## src/rtl/irq_pending_ctrl_pkg.sv

```systemverilog
// Shared constants, FSM state type and helpers
// for the interrupt pending/presentation controller.
package irq_pending_ctrl_pkg;

   localparam int NUM_SRC = 8;
   localparam int ID_W    = 3;

   typedef enum logic {
      IDLE    = 1'b0,
      PRESENT = 1'b1
   } state_t;

   // Decode a source index into its one-hot bit.
   function automatic logic [NUM_SRC-1:0] id_onehot(
      input logic [ID_W-1:0] id
   );
      id_onehot     = '0;
      id_onehot[id] = 1'b1;
   endfunction

endpackage

```

## src/rtl/irq_pending_ctrl_prio_enc8.sv

```systemverilog
// 8-input priority encoder, bit 7 highest.
// Purely combinational; any=0 means idx is don't-care (0).
module prio_enc8
   import irq_pending_ctrl_pkg::*;
(
   input  logic [7:0]      in_vec,
   output logic [ID_W-1:0] idx,
   output logic            any
);

   // Scan upward so the highest set bit is the last one written.
   always_comb begin
      idx = '0;
      for (int i = 0; i < 8; i++) begin
         if (in_vec[i]) begin
            idx = ID_W'(i);
         end
      end
      any = |in_vec;
   end

endmodule

```

## src/rtl/irq_pending_ctrl.sv

```systemverilog
// Edge-detecting interrupt pending register with a
// single-grant valid/ready presentation FSM.
module irq_pending_ctrl #(
   parameter int NUM_SRC = irq_pending_ctrl_pkg::NUM_SRC
) (
   input  logic                             clk,
   input  logic                             rst,
   input  logic [NUM_SRC-1:0]               req,
   input  logic [NUM_SRC-1:0]               mask,
   input  logic                             en,
   input  logic                             ovf_clr,
   input  logic                             irq_ready,
   output logic                             irq_valid,
   output logic [irq_pending_ctrl_pkg::ID_W-1:0] irq_id,
   output logic [NUM_SRC-1:0]               pending,
   output logic                             overflow
);

   import irq_pending_ctrl_pkg::*;

   logic [NUM_SRC-1:0] req_d;
   logic [NUM_SRC-1:0] rise;
   logic [NUM_SRC-1:0] clr;
   logic [NUM_SRC-1:0] eligible;
   logic [NUM_SRC-1:0] pending_nx;
   logic               ovf_set;
   logic               ovf_nx;
   logic               sel_any;
   logic [ID_W-1:0]    sel_id;
   logic [ID_W-1:0]    id_nx;
   state_t             state;
   state_t             state_nx;

   assign irq_valid = (state == PRESENT);
   assign rise      = req & ~req_d;
   assign clr       = (irq_valid && irq_ready) ? id_onehot(irq_id) : '0;
   assign eligible  = pending & ~mask;

   prio_enc8 u_prio (
      .in_vec (eligible),
      .idx    (sel_id),
      .any    (sel_any)
   );

   // Pending and overflow update: a rise always wins over a clear,
   // and only a rise onto a still-pending bit counts as overflow.
   always_comb begin
      pending_nx = (pending & ~clr) | rise;
      ovf_set    = |(rise & pending & ~clr);
      ovf_nx     = ovf_set | (overflow & ~ovf_clr);
   end

   // Grant FSM: latch the winner once, hold it until accepted.
   always_comb begin
      state_nx = state;
      id_nx    = irq_id;
      unique case (state)
         IDLE: begin
            if (en && sel_any) begin
               state_nx = PRESENT;
               id_nx    = sel_id;
            end
         end
         PRESENT: begin
            if (irq_ready) begin
               state_nx = IDLE;
            end
         end
         default: state_nx = IDLE;
      endcase
   end

   // All controller state in one register process.
   always_ff @(posedge clk or posedge rst) begin
      if (rst) begin
         req_d    <= '0;
         pending  <= '0;
         overflow <= 1'b0;
         irq_id   <= '0;
         state    <= IDLE;
      end else begin
         req_d    <= req;
         pending  <= pending_nx;
         overflow <= ovf_nx;
         irq_id   <= id_nx;
         state    <= state_nx;
      end
   end

endmodule

```

## config.mk

```make
export PLATFORM = sky130hd
export DESIGN_NAME = irq_pending_ctrl
export DESIGN_NICKNAME = d
export VERILOG_FILES = /design/src/rtl/irq_pending_ctrl_pkg.sv /design/src/rtl/irq_pending_ctrl_prio_enc8.sv /design/src/rtl/irq_pending_ctrl.sv
export SDC_FILE = /design/constraint.sdc
export NUM_CORES = 1
export LEC_CHECK = 0
export CAP_MARGIN = 30
export CORE_MARGIN = 8
export CORE_UTILIZATION = 32
export DETAILED_ROUTE_END_ITERATION = 10
export PLACE_DENSITY = 0.72
export SYNTH_ARGS = -nofsm -noshare
export SYNTH_HDL_FRONTEND = slang
export SYNTH_SLANG_ARGS = --single-unit
```

## constraint.sdc

```tcl
create_clock -name clk -period 4.85 [get_ports clk]
set_input_delay 1.2125 -clock clk [delete_from_list [all_inputs] [get_ports clk]]
set_output_delay 1.2125 -clock clk [all_outputs]
set_load 0.01 [all_outputs]
```

# After elaboration in Yosys (flattened, before gate mapping)
# Cells that the tools add are included.
op_classes:
  addsub: 0
  mul: 0
  n_div: 0
  magnitude_cmp: 2
  eq_ne: 0
  n_shift: 0
  mux: 13
  n_bitwise: 13
  n_reduce_logical: 6
ops:
  columns: ["op", "count"]
  rows:
  - ["8-bit AND", 5]
  - ["8-bit NOT", 3]
  - ["8-bit OR reduction", 2]
  - ["3-bit 2-to-1 mux", 4]
  - ["8-bit 2-to-1 mux", 1]
  - ["8-bit OR", 1]
  - ["3-bit by 4-bit less-than comparator with 1-bit output (second input constant)", 1]
  - ["1-bit 2-to-1 mux", 4]
  - ["2-bit 2-to-1 mux", 2]
  - ["1-bit demux with 3-bit select", 1]
  - ["3-bit by 1-bit greater-or-equal comparator with 1-bit output (second input constant)", 1]
  - ["1-bit logical AND", 3]
  - ["1-bit NOT", 2]
  - ["1-bit one-hot mux with 2 select lines", 1]
  - ["2-bit AND reduction", 1]
  - ["1-bit AND", 1]
  - ["1-bit OR", 1]
word_totals:
  register_bits: 21
  latchBits: 0
  ram_bits: 0
  romBits: 0
  inputBits: 21
  output_inout_bits: 13
  memories: 0

# Longest topological paths before layout
depth:
  word_depth: 9
  ltp_mapped: 4
  depth_no_buf: 4

# Cells and area by module
# From an unflattened synthesis, not the netlist that was laid out.
hier_totals:
  hier_cells: 89
  hier_area_um2: 958.4
by_module_without_submodules:
  columns: ["module", "n_inst", "cells_each", "area_each_um2", "seq_area_each_um2"]
  rows:
  - ["irq_pending_ctrl", 1, 77, 892.1, 525.5]
  - ["prio_enc8", 1, 12, 66.3, 0.0]

# Worst setup path after synthesis
# Ideal clock, no wire load.
synth_timing:
  kind: "input to register"
  start: "input port mask[6]"
  end: "register irq_id[0] (netlist bit)"
  arrival_time_ps: 2257
  t_required_ps: 4722
  path_slack_ps: 2466
  path_stages: 4
  cell_sequence: "nand2b_1 > nand4_1 > o41a_1 > mux2_1"
synth_between:
  elab_chain_cells: 5
  word_cells_on_any_way: 7
synth_rtl:
  columns: ["element", "line_no", "rtl"]
  rows:
  - ["start: declaration", "irq_pending_ctrl.sv:9", "input logic [NUM_SRC-1:0] mask,"]
  - ["8-bit NOT *", "irq_pending_ctrl.sv:37", "assign eligible = pending & ~mask;"]
  - ["8-bit AND *", "irq_pending_ctrl.sv:37", null]
  - ["8-bit OR reduction", "irq_pending_ctrl_prio_enc8.sv:19", "any = |in_vec;"]
  - ["1-bit logical AND", "irq_pending_ctrl.sv:59", "if (en && sel_any) begin"]
  - ["2-bit AND reduction (no line)", null, null]
  - ["end signal: assignment", "irq_pending_ctrl.sv:85", "irq_id <= id_nx;"]
  - ["end: declaration", "irq_pending_ctrl.sv:14", "output logic [irq_pending_ctrl_pkg::ID_W-1:0] irq_id,"]
# Mark *: on every way between the ends. The rest lies on a longest branch, timed or not.
# A chain may end at the register's enable or synchronous reset.

# Worst setup path in the final report
layout_timing:
  start: "input port irq_ready"
  end: "register overflow"
layout_between:
  elab_chain_cells: 6
layout_rtl:
  columns: ["element", "line_no", "rtl"]
  rows:
  - ["start: declaration", "irq_pending_ctrl.sv:12", "input logic irq_ready,"]
  - ["1-bit logical AND", "irq_pending_ctrl.sv:36", "assign clr = (irq_valid && irq_ready) ? id_onehot(irq_id) : '0;"]
  - ["8-bit 2-to-1 mux", "irq_pending_ctrl.sv:36", null]
  - ["8-bit NOT", "irq_pending_ctrl.sv:49", "ovf_set = |(rise & pending & ~clr);"]
  - ["8-bit AND", "irq_pending_ctrl.sv:49", null]
  - ["8-bit OR reduction", "irq_pending_ctrl.sv:49", null]
  - ["1-bit OR", "irq_pending_ctrl.sv:50", "ovf_nx = ovf_set | (overflow & ~ovf_clr);"]
  - ["net ovf_nx", "irq_pending_ctrl.sv:27", "logic ovf_nx;"]
  - ["end signal: assignment", "irq_pending_ctrl.sv:84", "overflow <= ovf_nx;"]
  - ["end: declaration", "irq_pending_ctrl.sv:16", "output logic overflow"]
# The timed path passes the listed nets, and every way through them passes these cells.

==> results list <==
- For this run, global-route usage on met2 was measured as 16.70%.
- At the pin with the least slew margin, the transition time is 0.7916 ns.
- Once detail routing completed, the nets flagged for antenna violations numbered 0.
* Drt drc: 0
- The worst-case IR drop observed on VDD is 157.6 uV.
- TritonCTS sink count: 21
- Subtracting the final worst setup slack from the clock period gives 2.663 ns.
- In the final layout, the multi-input gates occupy 399.1 um2.
- Total of warnings raised by yosys: 0
- In this run the clock root is driven by a clkbuf_4.
- Kind of end point of the critical path: flop
* CTS H-Tree Depth: 1
* Busiest layer in global routing: met2
* Number of iterations in the first detailed-routing pass: 4
* Syn nets: 110
* Worst clock skew: 0.0006749 ns
- Syn_area_per_cell: 10.73 um2
- Clock-pin slew was measured on the worst setup and hold paths at 0.11 ns.
- Number of global-route vias before repair: 883
- Areal power density over the cells: 345.6 nW/um2
* Max-slew violation count: 0
* Global routing met1 resource utilization: 11.61%
* Maximum number of pins on one net before global-route repair: 22
* Final worst path period share: 54.90%
- Width of the die: 70.62 um
- Detailed placement ended at an HPWL of 1910 um.
- Aggregate negative setup slack: 0 ns
- After detailed routing, the average wire length per cell comes to 14.57 um.
- Final net count: 148
* Placer's final routability congestion estimate: 0.8408
* Worst Path Class, Setup: input port to flop
- Headroom to the max-slew limit came out at 47.17%.
- Netlist area before placement: 954.7 um2
- Setup violations remaining at the end of the flow were counted as 0.
* Number of violations of the max-capacitance limit: 0
- Sequential area share after synthesis: 55.05%
- Counting cells, the worst reg-to-reg path comes to 4.
* Most common cell in the synthesized netlist: dfrtp_1
- Fmax: 0.3756 GHz
- Count of buffers inserted at the top-level ports: 33
- Area of all sequential standard cells: 525.5 um2
- The total overflow left after global routing is 0.
- The repair_antennas step left the layout with diodes totalling 0.
* Share of the synthesized area in the top cell type: 55.05%
- P&R area growth vs syn: 41.81%
- The largest total area in the synthesized netlist belongs to dfrtp_1.
* Critical path arrival: 2.85 ns
- Along the worst path, the maximum fanout reaches 5.
* Leading cell types by total area after synthesis: dfrtp_1 55%, nand2b_1 7.2%, nand2_1 3.9%
- Detailed routing inserted a total of 795 vias.
- Die H: 70.62 um
- The floorplan has 20 rows.
- Wires add up to 2317 um.
- Reported leakage power: 0.5789 nW
- Number of enable-type register cells in the synthesized netlist: 0
* Worst Hold Class: flop to flop
- Wire length of the first global-routing pass: 4084 um
- Clock tree from TritonCTS: yes
- After the first detailed-routing iteration, the DRC count stood at 24.
- Synth async-reset ratio: 100.0%
* Number of synthesized register bits: 21
- Once placement finished, the instance area stood at 1326 um2.
- Detail-routed via count per cell: 5.000
- The final-report hold violation count was 0.
- Number of distinct library cells after synthesis: 28
- Buffers inserted during clock tree synthesis total 3.
- The later pin in the worst-skew pair is clocked with a latency of 0.30 ns.
- Post-synth top cells: 21 x dfrtp_1, 11 x nand2b_1, 10 x nand2_1, 8 x inv_1, 6 x o21ai_0
- For met3 alone, demand over resource in global routing was 3.249%.
- At the worst endpoint, the required time is 5.04 ns.
- Number of buffers added for setup after CTS: 0
- Hold bufs inserted after CTS: 0
- Fraction of final layout cells sized beyond drive strength 1: 5.556%
* Clock Path Buffers: 2
- Once the floorplan was initialized, standard cells occupied 32.33% of the core.
- Global routing consumed, over all layers together, 9.974% of the routing resources.
* Post-cts sizing count: 0
- Along the worst hold path, the cell count comes to 1.
- In the synthesized netlist, the number of instances is 89.
- In the synthesized netlist the dominant register cell turns out to be dfrtp_1.
- The initial antenna violation count is 0.
- Post-route cell area: 1354 um2
- Setup repair after global routing left no endpoint under its margin.
* # IOs: 34
- Run status: complete, no violations
* Kind of start point of the critical path: input port
- Core Box Area: 2953 um2
* Area of the die: 4987 um2
- Number of fillers in the final layout: 307
through the flow:
stage,instances,power (mW),hold WS (ns),utilization (%),worst slack (ns)
6_report,159,0.4678,0.4672,45.85,2.187
5_1_grt,159,0.5002,0.4785,45.85,2.094
4_1_cts,159,0.4737,0.4701,45.85,2.184
3_5_place_dp,155,0.3893,0.4537,44.92,1.851
3_3_place_gp,155,0.3844,0.4394,44.92,1.848
2_1_floorplan,89,0.3024,0.4258,-,2.466
sequential cells by signal, summed over array words and instances (netlist names):
| name | count |
|---|---|
| irq_id | 3 |
| irq_valid | 1 |
| overflow | 1 |
| pending | 8 |
| req_d | 8 |
path summary, 6_finish.rpt:
path	start	endpoint	slack, ns
worst max-delay path	irq_ready	overflow	2.19
worst min-delay path	req_d[0]	pending[0]	0.47
worst max register to register	irq_id[2]	overflow	3.12
worst min register to register	req_d[0]	pending[0]	0.47
max in group asynchronous	rst	req_d[7]	3.02
min in group asynchronous	rst	req_d[2]	1.34
cell families after synthesis:
| group | Yosys count | share of synthesized area, % |
|---|---|---|
| multiplexers | 3 | 3.407 |
| buffers and inverters | 8 | 3.146 |
| AND/OR/NAND/NOR | 36 | 22.02 |
| flip-flops | 21 | 55.05 |
| AO/OA/AOI/OAI | 21 | 16.38 |
power by group:
part | leakage (nW) | total, mW | switching (mW) | internal [mW]
sequential | 0.219 | 0.233 | 0.0326 | 0.200
clock | 0.0177 | 0.0839 | 0.0531 | 0.0308
combinational | 0.342 | 0.151 | 0.0640 | 0.0870
total | 0.579 | 0.468 | 0.150 | 0.318
metal layers:
metal / vias to the layer above / part of all wire, % / routed length (um)
met4: 0 / 0.82 / 19
met5: - / 0 / 0
li1: 384 / - / -
met3: 4 / 7.2 / 167
met2: 24 / 50 / 1161
met1: 383 / 42 / 968
layout make-up:
class                           count  share of cell area, %
Clock buffer                        3                  1.664
Timing Repair Buffer               33                  24.40
Clock inverter                      1                 0.3697
Tap cell                           33                  3.050
Multi-Input combinational cell     60                  29.48
Sequential cell                    21                  38.82
Inverter                            8                  2.218
critical path, cell delays in order:
cell             delay, ns
clkdlybuf4s50_1       0.53
nor3b_1               0.28
a21oi_1               0.11
a311o_1               0.33
or4_1                 0.39
cell usage in the layout, fill, tap and decap left out, types with 2 or more instances in the layout:
cell             count
a21o_1               2
a31oi_1              2
and2b_1              2
clkbuf_4             3
clkdlybuf4s50_1     33
dfrtp_1             21
inv_1                8
mux2_1               2
nand2_1             10
nand2b_1            11
nand3_1              2
nand3b_1             3
nor2b_1              3
o21ai_0              6
o22ai_1              2
No activity file was read; power rests on OpenSTA's default activity.
